===== src/rtl/fir_coeff_reload_ctrl.sv =====
// Reload-stream forwarder and config-packet generator for a reloadable multi-channel FIR.
// aresetn asserts asynchronously; its release is expected to be synchronised to aclk upstream.
module fir_coeff_reload_ctrl #(
  parameter int RELOAD_WIDTH = 16,
  parameter int CFG_WIDTH    = 8,
  parameter int SEL_WIDTH    = 4,
  parameter int NUM_CH       = 1,
  parameter int NUM_COEFFS   = 64
) (
  input  logic                        aclk,
  input  logic                        aresetn,
  input  logic [NUM_CH*SEL_WIDTH-1:0] coeff_sel,

  input  logic [RELOAD_WIDTH-1:0]     s_reload_tdata,
  input  logic                        s_reload_tvalid,
  input  logic                        s_reload_tlast,
  output logic                        s_reload_tready,

  output logic [RELOAD_WIDTH-1:0]     m_reload_tdata,
  output logic                        m_reload_tvalid,
  output logic                        m_reload_tlast,
  input  logic                        m_reload_tready,

  output logic [CFG_WIDTH-1:0]        m_config_tdata,
  output logic                        m_config_tvalid,
  input  logic                        m_config_tready,

  output logic                        len_err,
  input  logic                        err_clr,
  output logic                        busy
);

  localparam int SEL_TOTAL = NUM_CH * SEL_WIDTH;
  localparam int CNT_W     = $clog2(NUM_COEFFS + 2);
  localparam logic [CNT_W-1:0] CNT_ONE    = CNT_W'(1);
  localparam logic [CNT_W-1:0] CNT_EXPECT = CNT_W'(NUM_COEFFS);
  localparam logic [CNT_W-1:0] CNT_SAT    = CNT_W'(NUM_COEFFS + 1);

  typedef enum logic [1:0] {
    IDLE,
    RELOAD,
    CFG
  } state_t;

  state_t                 state, state_nxt;
  logic [SEL_TOTAL-1:0]   r_sel, r_sel_nxt;
  logic [CNT_W-1:0]       count, count_nxt, count_inc;
  logic                   pending, pending_nxt;
  logic [CFG_WIDTH-1:0]   cfg_tdata_nxt;
  logic                   cfg_tvalid_nxt;
  logic                   len_err_nxt;
  logic                   busy_nxt;
  logic                   len_set;
  logic                   load_cfg;

  logic in_cfg;
  logic beat;
  logic sel_changed;
  logic cfg_hs;

  // Reload path is pure wiring; only the CFG state gates it.
  assign in_cfg          = (state == CFG);
  assign m_reload_tdata  = s_reload_tdata;
  assign m_reload_tlast  = s_reload_tlast;
  assign m_reload_tvalid = s_reload_tvalid & ~in_cfg;
  assign s_reload_tready = m_reload_tready & ~in_cfg;

  assign beat        = s_reload_tvalid & m_reload_tready & ~in_cfg;
  assign sel_changed = (coeff_sel != r_sel);
  assign cfg_hs      = m_config_tvalid & m_config_tready;
  assign count_inc   = (count == CNT_SAT) ? count : count + CNT_ONE;

  always_comb begin
    // NOTE: every output of this block gets a default first so no path leaves it unassigned (no latches).
    state_nxt      = state;
    r_sel_nxt      = r_sel;
    count_nxt      = count;
    pending_nxt    = pending;
    cfg_tdata_nxt  = m_config_tdata;
    cfg_tvalid_nxt = m_config_tvalid;
    len_set        = 1'b0;
    load_cfg       = 1'b0;

    unique case (state)
      IDLE: begin
        if (beat) begin
          count_nxt = CNT_ONE;
          if (s_reload_tlast) begin
            len_set  = (CNT_ONE != CNT_EXPECT);
            load_cfg = 1'b1;
          end else begin
            state_nxt = RELOAD;
          end
        end else if (sel_changed) begin
          load_cfg = 1'b1;
        end
      end

      RELOAD: begin
        if (sel_changed) pending_nxt = 1'b1;
        if (beat) begin
          count_nxt = count_inc;
          if (s_reload_tlast) begin
            len_set  = (count_inc != CNT_EXPECT);
            load_cfg = 1'b1;
          end
        end
      end

      CFG: begin
        // Valid low while in CFG is the bubble before a re-issued packet.
        if (!m_config_tvalid) begin
          load_cfg = 1'b1;
        end else if (cfg_hs) begin
          cfg_tvalid_nxt = 1'b0;
          if (!(pending || sel_changed)) state_nxt = IDLE;
        end else if (sel_changed) begin
          pending_nxt = 1'b1;
        end
      end

      default: state_nxt = IDLE;
    endcase

    // Loading a packet always captures the live select so the newest value wins.
    if (load_cfg) begin
      state_nxt      = CFG;
      cfg_tdata_nxt  = CFG_WIDTH'(coeff_sel);
      cfg_tvalid_nxt = 1'b1;
      r_sel_nxt      = coeff_sel;
      pending_nxt    = 1'b0;
    end

    if (len_set)      len_err_nxt = 1'b1;
    else if (err_clr) len_err_nxt = 1'b0;
    else              len_err_nxt = len_err;

    busy_nxt = (state_nxt != IDLE);
  end

  always_ff @(posedge aclk or negedge aresetn) begin
    if (!aresetn) begin
      state           <= IDLE;
      r_sel           <= '0;
      count           <= '0;
      pending         <= 1'b0;
      m_config_tdata  <= '0;
      m_config_tvalid <= 1'b0;
      len_err         <= 1'b0;
      busy            <= 1'b0;
    end else begin
      // NOTE: non-blocking assignments so every register samples pre-edge values.
      state           <= state_nxt;
      r_sel           <= r_sel_nxt;
      count           <= count_nxt;
      pending         <= pending_nxt;
      m_config_tdata  <= cfg_tdata_nxt;
      m_config_tvalid <= cfg_tvalid_nxt;
      len_err         <= len_err_nxt;
      busy            <= busy_nxt;
    end
  end

endmodule


===== config.mk =====
export PLATFORM = sky130hd
export DESIGN_NAME = fir_coeff_reload_ctrl
export DESIGN_NICKNAME = d
export VERILOG_FILES = /design/src/rtl/fir_coeff_reload_ctrl.sv
export SDC_FILE = /design/constraint.sdc
export NUM_CORES = 1
export LEC_CHECK = 0
export ABC_CLOCK_PERIOD_IN_PS = 3270
export BUFFER_PORTS_ARGS = -buffer_cell sky130_fd_sc_hd__buf_2
export CAP_MARGIN = 20
export CORE_MARGIN = 3
export CORE_UTILIZATION = 49
export CTS_CLUSTER_DIAMETER = 150
export DETAILED_ROUTE_END_ITERATION = 16
export PLACE_DENSITY = 0.84
export SYNTH_ARGS = -nofsm -noshare
export SYNTH_HDL_FRONTEND = slang
export SYNTH_SLANG_ARGS = --single-unit

===== constraint.sdc =====
create_clock -name aclk -period 3.27 [get_ports aclk]
set_clock_uncertainty 0.15 [all_clocks]
set_input_delay 0.981 -clock aclk [delete_from_list [all_inputs] [get_ports aclk]]
set_output_delay 0.981 -clock aclk [all_outputs]
set_load 0.1 [all_outputs]

==> After elaboration in Yosys (flattened, before gate mapping) <==
Index checks and enable logic that the tools add are counted.
{ "word_totals": {"register_bits": 17, "input_bits": 27, "output_inout_bits": 30, "word_cells": 63} }
{ "op_classes": {"add_sub_neg": 1, "eq_ne": 9, "n_mux": 31, "bitwise_logic": 6, "reduce_logical": 9} }
{ "ops": {"columns": ["op", "n"], "rows": [
  ["$mux 7", 3],
  ["$mux 1", 17],
  ["$pmux 7 s2", 1],
  ["$mux 2", 6],
  ["$reduce_bool 2->1", 4],
  ["$add 7x1->7 const B", 1],
  ["$eq 7x7->1 const B", 1],
  ["$ne 7x7->1 const B", 1],
  ["$ne 3x3->1 const B", 2],
  ["$pmux 2 s3", 1],
  ["$reduce_and 3->1", 2],
  ["$and 1x1->1", 5],
  ["$ne 2x2->1 const B", 2],
  ["$ne 4x4->1", 1],
  ["$pmux 1 s2", 2],
  ["$pmux 1 s3", 1],
  ["$reduce_bool 3->1", 1],
  ["$eq 2x1->1 const B", 1],
  ["$eq 2x2->1 const B", 1],
  ["$logic_not 2->1", 1],
  ["$logic_or 1x1->1", 1],
  ["$not 1->1", 1]
]} }

==> Longest topological paths before layout <==
{ "logic_depth": {"word_depth": 8, "ltp_mapped": 7, "depth_no_buf": 7} }

==> Worst setup path after synthesis <==
Ideal clock, no wire load.
{ "synth_timing": {"kind": "in2out", "startpoint": "input s_reload_tvalid", "endpoint": "output m_reload_tvalid", "arrival_ns": 1.715, "required_ns": 2.139, "slack_ns": 0.424, "cell_stages": 1, "path_buffers": 0, "cell_sequence": "and2_1"} }
{ "synth_between": {"elab_chain_cells": 1} }
{ "synth_rtl": {"columns": ["item", "line_no", "rtl"], "rows": [
  ["start: declaration", "15", "input logic s_reload_tvalid,"],
  ["$and 1x1->1", "65", "assign m_reload_tvalid = s_reload_tvalid & ~in_cfg;"],
  ["end: declaration", "20", "output logic m_reload_tvalid,"]
]} }
No other way between the ends.

==> Worst setup path in the final report <==
{ "layout_timing": {"startpoint": "register state[0]", "endpoint": "output s_reload_tready"} }
{ "layout_between": {"elab_chain_cells": 3} }
{ "layout_rtl": {"columns": ["item", "line_no", "rtl"], "rows": [
  ["start: declaration", "45", "state_t state, state_nxt;"],
  ["start signal: assignment", "153", "state <= state_nxt;"],
  ["$eq 2x2->1", "62", "assign in_cfg = (state == CFG);"],
  ["$not 1->1", "66", "assign s_reload_tready = m_reload_tready & ~in_cfg;"],
  ["$and 1x1->1", "66", null],
  ["end: declaration", "17", "output logic s_reload_tready,"]
]} }
No other way between the ends.

==> summary.md <==
| Metric | Value |
|---|---|
| Crit-path leading delay family | flip-flops |
| Site Rows | 17 |
| Most repeated cell in the gate-level netlist after synthesis | sky130_fd_sc_hd__buf_4 |
| Synth top area cells | sky130_fd_sc_hd__dfrtp_1 36%, sky130_fd_sc_hd__buf_4 13%, sky130_fd_sc_hd__nand2_1 4.8% |
| Cell at the slowest stage of the critical path | sky130_fd_sc_hd__dfrtp_1 |
| Req. time, crit path | 2.14 ns |
| Place WS | 0.5273 ns |
| Iteration-0 DRC count of the detailed router | 11 |
| Synthesized instance count | 130 |
| Maximum Capacitance Violations | 0 |
| Number of global-route vias before repair | 810 |
| Core area | 2255 um^2 |
| R2R depth | 6 |
| Starting Density | 52.33% |
| Number of top-level design ports | 57 |
| Main combinational cell family by area after synthesis | simple AND/OR/NAND/NOR gates |
| Worst path max stage delay | 0.65 ns |
| Pwr per Cell Area | 816.5 nW/um^2 |
| Via total after detailed routing | 889 |
| Count of H-tree levels built during CTS | 1 |
| Post-route fraction of the period consumed by the critical path | 89.41% |
| Minimum clock period after layout | 2.924 ns |
| Post-DP HPWL | 1639 um |
| Startpoint of the lowest-slack hold path | pending |
| Unrepaired setup endpoints after global routing | no |
| Sort of element at the end of the critical path | primary output |
| Drt total wl | 2139 um |
| Total routing resource utilization after global routing | 16.09% |
| Setup slack of the critical path after layout | 0.3462 ns |
| Worst flop-to-flop path endpoint | len_err |
| CTS clock-pin slew for the worst setup and hold paths | 0.11 ns |
| Area grow syn2layout | 0.1058% |
| Hold Path Class | flip-flop to flip-flop |
| Vertical die dimension | 55.07 um |
| Num CTS Buffers | 3 |
| Setup-violating endpoint count in the final report | 0 |
| Crit-path cells | nand2b_1 > and2_1 > buf_2 |
| Final weighted congestion in routability-driven placement | 0.8319 |
| Post_cts resized | 0 |
| Max FO, Critical Path | 16 |
| Most used DFF post-synth | sky130_fd_sc_hd__dfrtp_1 |
| Launching element type of the critical path | flip-flop |
| Clock root cell | sky130_fd_sc_hd__clkbuf_4 |
| GRT Residual Overflow | 0 |
| Pin count of the biggest net entering global routing | 18 |
| Library cell with the largest summed area after synthesis | sky130_fd_sc_hd__dfrtp_1 |
| Wire length per cell | 13.29 um |
| Sequential area share after synthesis | 36.06% |
| EDFF count, synth | 0 |
| Xor-xnor portion of the synthesized cell area | 4.454% |
| Post-synth top area share | 36.06% |
| Worst R2R Setup Slack | 1.39 ns |
| Worst-Skew Late Latency | 0.30 ns |
| Final ANT Viol Nets | 0 |
| Mean cell area of the mapped netlist | 9.076 um^2 |
| Worst hold-check slack | 0.3688 ns |
| Flop and latch count out of synthesis | 17 |
| Beginning of the critical path | state[0] |
| Final number of hold-violating endpoints | 0 |
| Multiplexer area fraction after synthesis | 3.818% |
| Detailed-routing iteration count for the pre-antenna-repair pass | 4 |
| Netlist area before placement | 1180 um^2 |
| Result of the run | finished clean |
| Crit Reg-Reg Startpoint | count[0] |
| Share of final-layout standard cells stronger than drive strength 1 | 26.32% |
| Final layout net count | 163 |
| WP depth | 3 |
| CP bufs+invs | 1 |
| Number of buffers added to fix hold violations after cts | 0 |
| N_diodes | 0 |
| Number of synthesis warnings | 0 |
| Top achievable clock speed | 342.0 MHz |
| Data arrival at the endpoint of the critical path | 1.79 ns |
| P_leak | 0.0005389 uW |
| Post-CTS Setup Bufs | 0 |
| Area fraction in compound gates after synthesis | 13.15% |
| Leading post-synthesis cells by instance count | 21 x sky130_fd_sc_hd__buf_4, 17 x sky130_fd_sc_hd__dfrtp_1, 15 x sky130_fd_sc_hd__nand2_1, 9 x sky130_fd_sc_hd__nor2_1, 6 x sky130_fd_sc_hd__a21oi_1 |
| Full die area | 3033 um^2 |
| Number of clock sinks | 17 |
| Number of antenna violations at the first check in global routing | 0 |
| Critical Setup Path Class | flip-flop to primary output |
| Endpoint of the most critical setup path | s_reload_tready |
| Fraction of the mapped netlist area in adder cells | 2.121% |
| Pins over their slew limit | 0 |
| Area share of and/or/nand/nor cells after synthesis | 24.81% |
| Buffer depth of the longest clock path | 2 |
| Post-synthesis async set-or-reset flop share | 100.0% |
| Post-route setup TNS | 0 ns |
| Port Buf Inserts | 20 |
| Final Core Density | 52.39% |
| Number of vias per cell after detailed routing | 5.522 |
| CTS tree | built |
| Count of distinct cell types in the synthesized netlist | 38 |
| Die Span X | 55.07 um |
| DRC Markers | 0 |
| Peak supply drop | 0.8358 mV |
| Wire length of the first global-routing pass | 3525 um |
[worst min-delay path by stage]
stage | end | slack (ns) | cells after the start
3_5_place_dp | pending | 0.34 | 2
4_1_cts | pending | 0.37 | 2
3_3_place_gp | pending | 0.33 | 2
6_report | pending | 0.37 | 2
2_1_floorplan | pending | 0.31 | 2
5_1_grt | pending | 0.42 | 2
[placed cells by master (no fill, tap or decap), types with 3 or more instances in the layout]
cell type | synthesis | final
sky130_fd_sc_hd__xor2_1 | 4 | 4
sky130_fd_sc_hd__conb_1 | 1 | 4
sky130_fd_sc_hd__nand2b_1 | 3 | 3
sky130_fd_sc_hd__nor2_1 | 9 | 9
sky130_fd_sc_hd__dfrtp_1 | 17 | 17
sky130_fd_sc_hd__nand2_1 | 15 | 15
sky130_fd_sc_hd__buf_2 | 3 | 20
sky130_fd_sc_hd__o21ai_0 | 3 | 3
sky130_fd_sc_hd__o31ai_1 | 3 | 3
sky130_fd_sc_hd__mux2_2 | 4 | 4
sky130_fd_sc_hd__nor3_1 | 5 | 5
sky130_fd_sc_hd__nand3_1 | 3 | 3
sky130_fd_sc_hd__clkbuf_4 | 0 | 3
sky130_fd_sc_hd__a21oi_1 | 6 | 6
[area by class of cell]
class                           instances  area, um^2
Clock buffer                            3       22.52
Inverter                                2       7.507
Tap cell                               28       35.03
Multi-Input combinational cell         90       585.6
Fill cell                             216        1074
Sequential cell                        17       425.4
Clock inverter                          1       5.005
Timing Repair Buffer                   20       100.1
[layer usage]
layer | global-route usage [%] | wire length [um] | vias to the layer above | part of all wire [%]
met2 | 24.41 | 1019 | 26 | 48
met1 | 21.76 | 979 | 429 | 46
met4 | 6.073 | 23 | 0 | 1.1
met5 | 0 | 0 | - | 0
li1 | - | - | 431 | -
met3 | 4.290 | 117 | 3 | 5.5
[worst register-to-register path: stages, from the launching register on]
cell                       delay [ns]
sky130_fd_sc_hd__dfrtp_1         0.46
sky130_fd_sc_hd__ha_1            0.29
sky130_fd_sc_hd__and4_1          0.25
sky130_fd_sc_hd__nand4b_1        0.18
sky130_fd_sc_hd__a21oi_1         0.15
sky130_fd_sc_hd__nor3_1          0.07
sky130_fd_sc_hd__a211o_1         0.22
[sequential cells by signal (all words and copies together) (netlist names)]
signal           flops
m_config_tdata       4
m_config_tvalid      1
count                7
state                2
busy                 1
pending              1
len_err              1
[kinds of logic (layout without fill, tap and decap cells)]
kind of cell	count (synthesis)	count (layout)
fa+ha+maj	2	2
xor+xnor	6	6
buf+inv	26	26
other cells	1	4
compound gates	22	22
simple gates	52	52
mux	4	4
flops	17	17
[stage by stage]
step                      cell area, um^2  total power (uW)  std cells
after floorplan                      1191             865.8        133
after global routing                 1181              1019        161
after global placement               1154             840.7        157
after detailed placement             1154             855.8        157
after CTS                            1181             970.7        161
final                                1181             964.4        161
[power by group]
part           internal [uW]  switching [uW]
logic                    136             398
registers                262            54.4
clock network           45.6            69.4
Note: power is estimated with default switching activity, not from simulation.
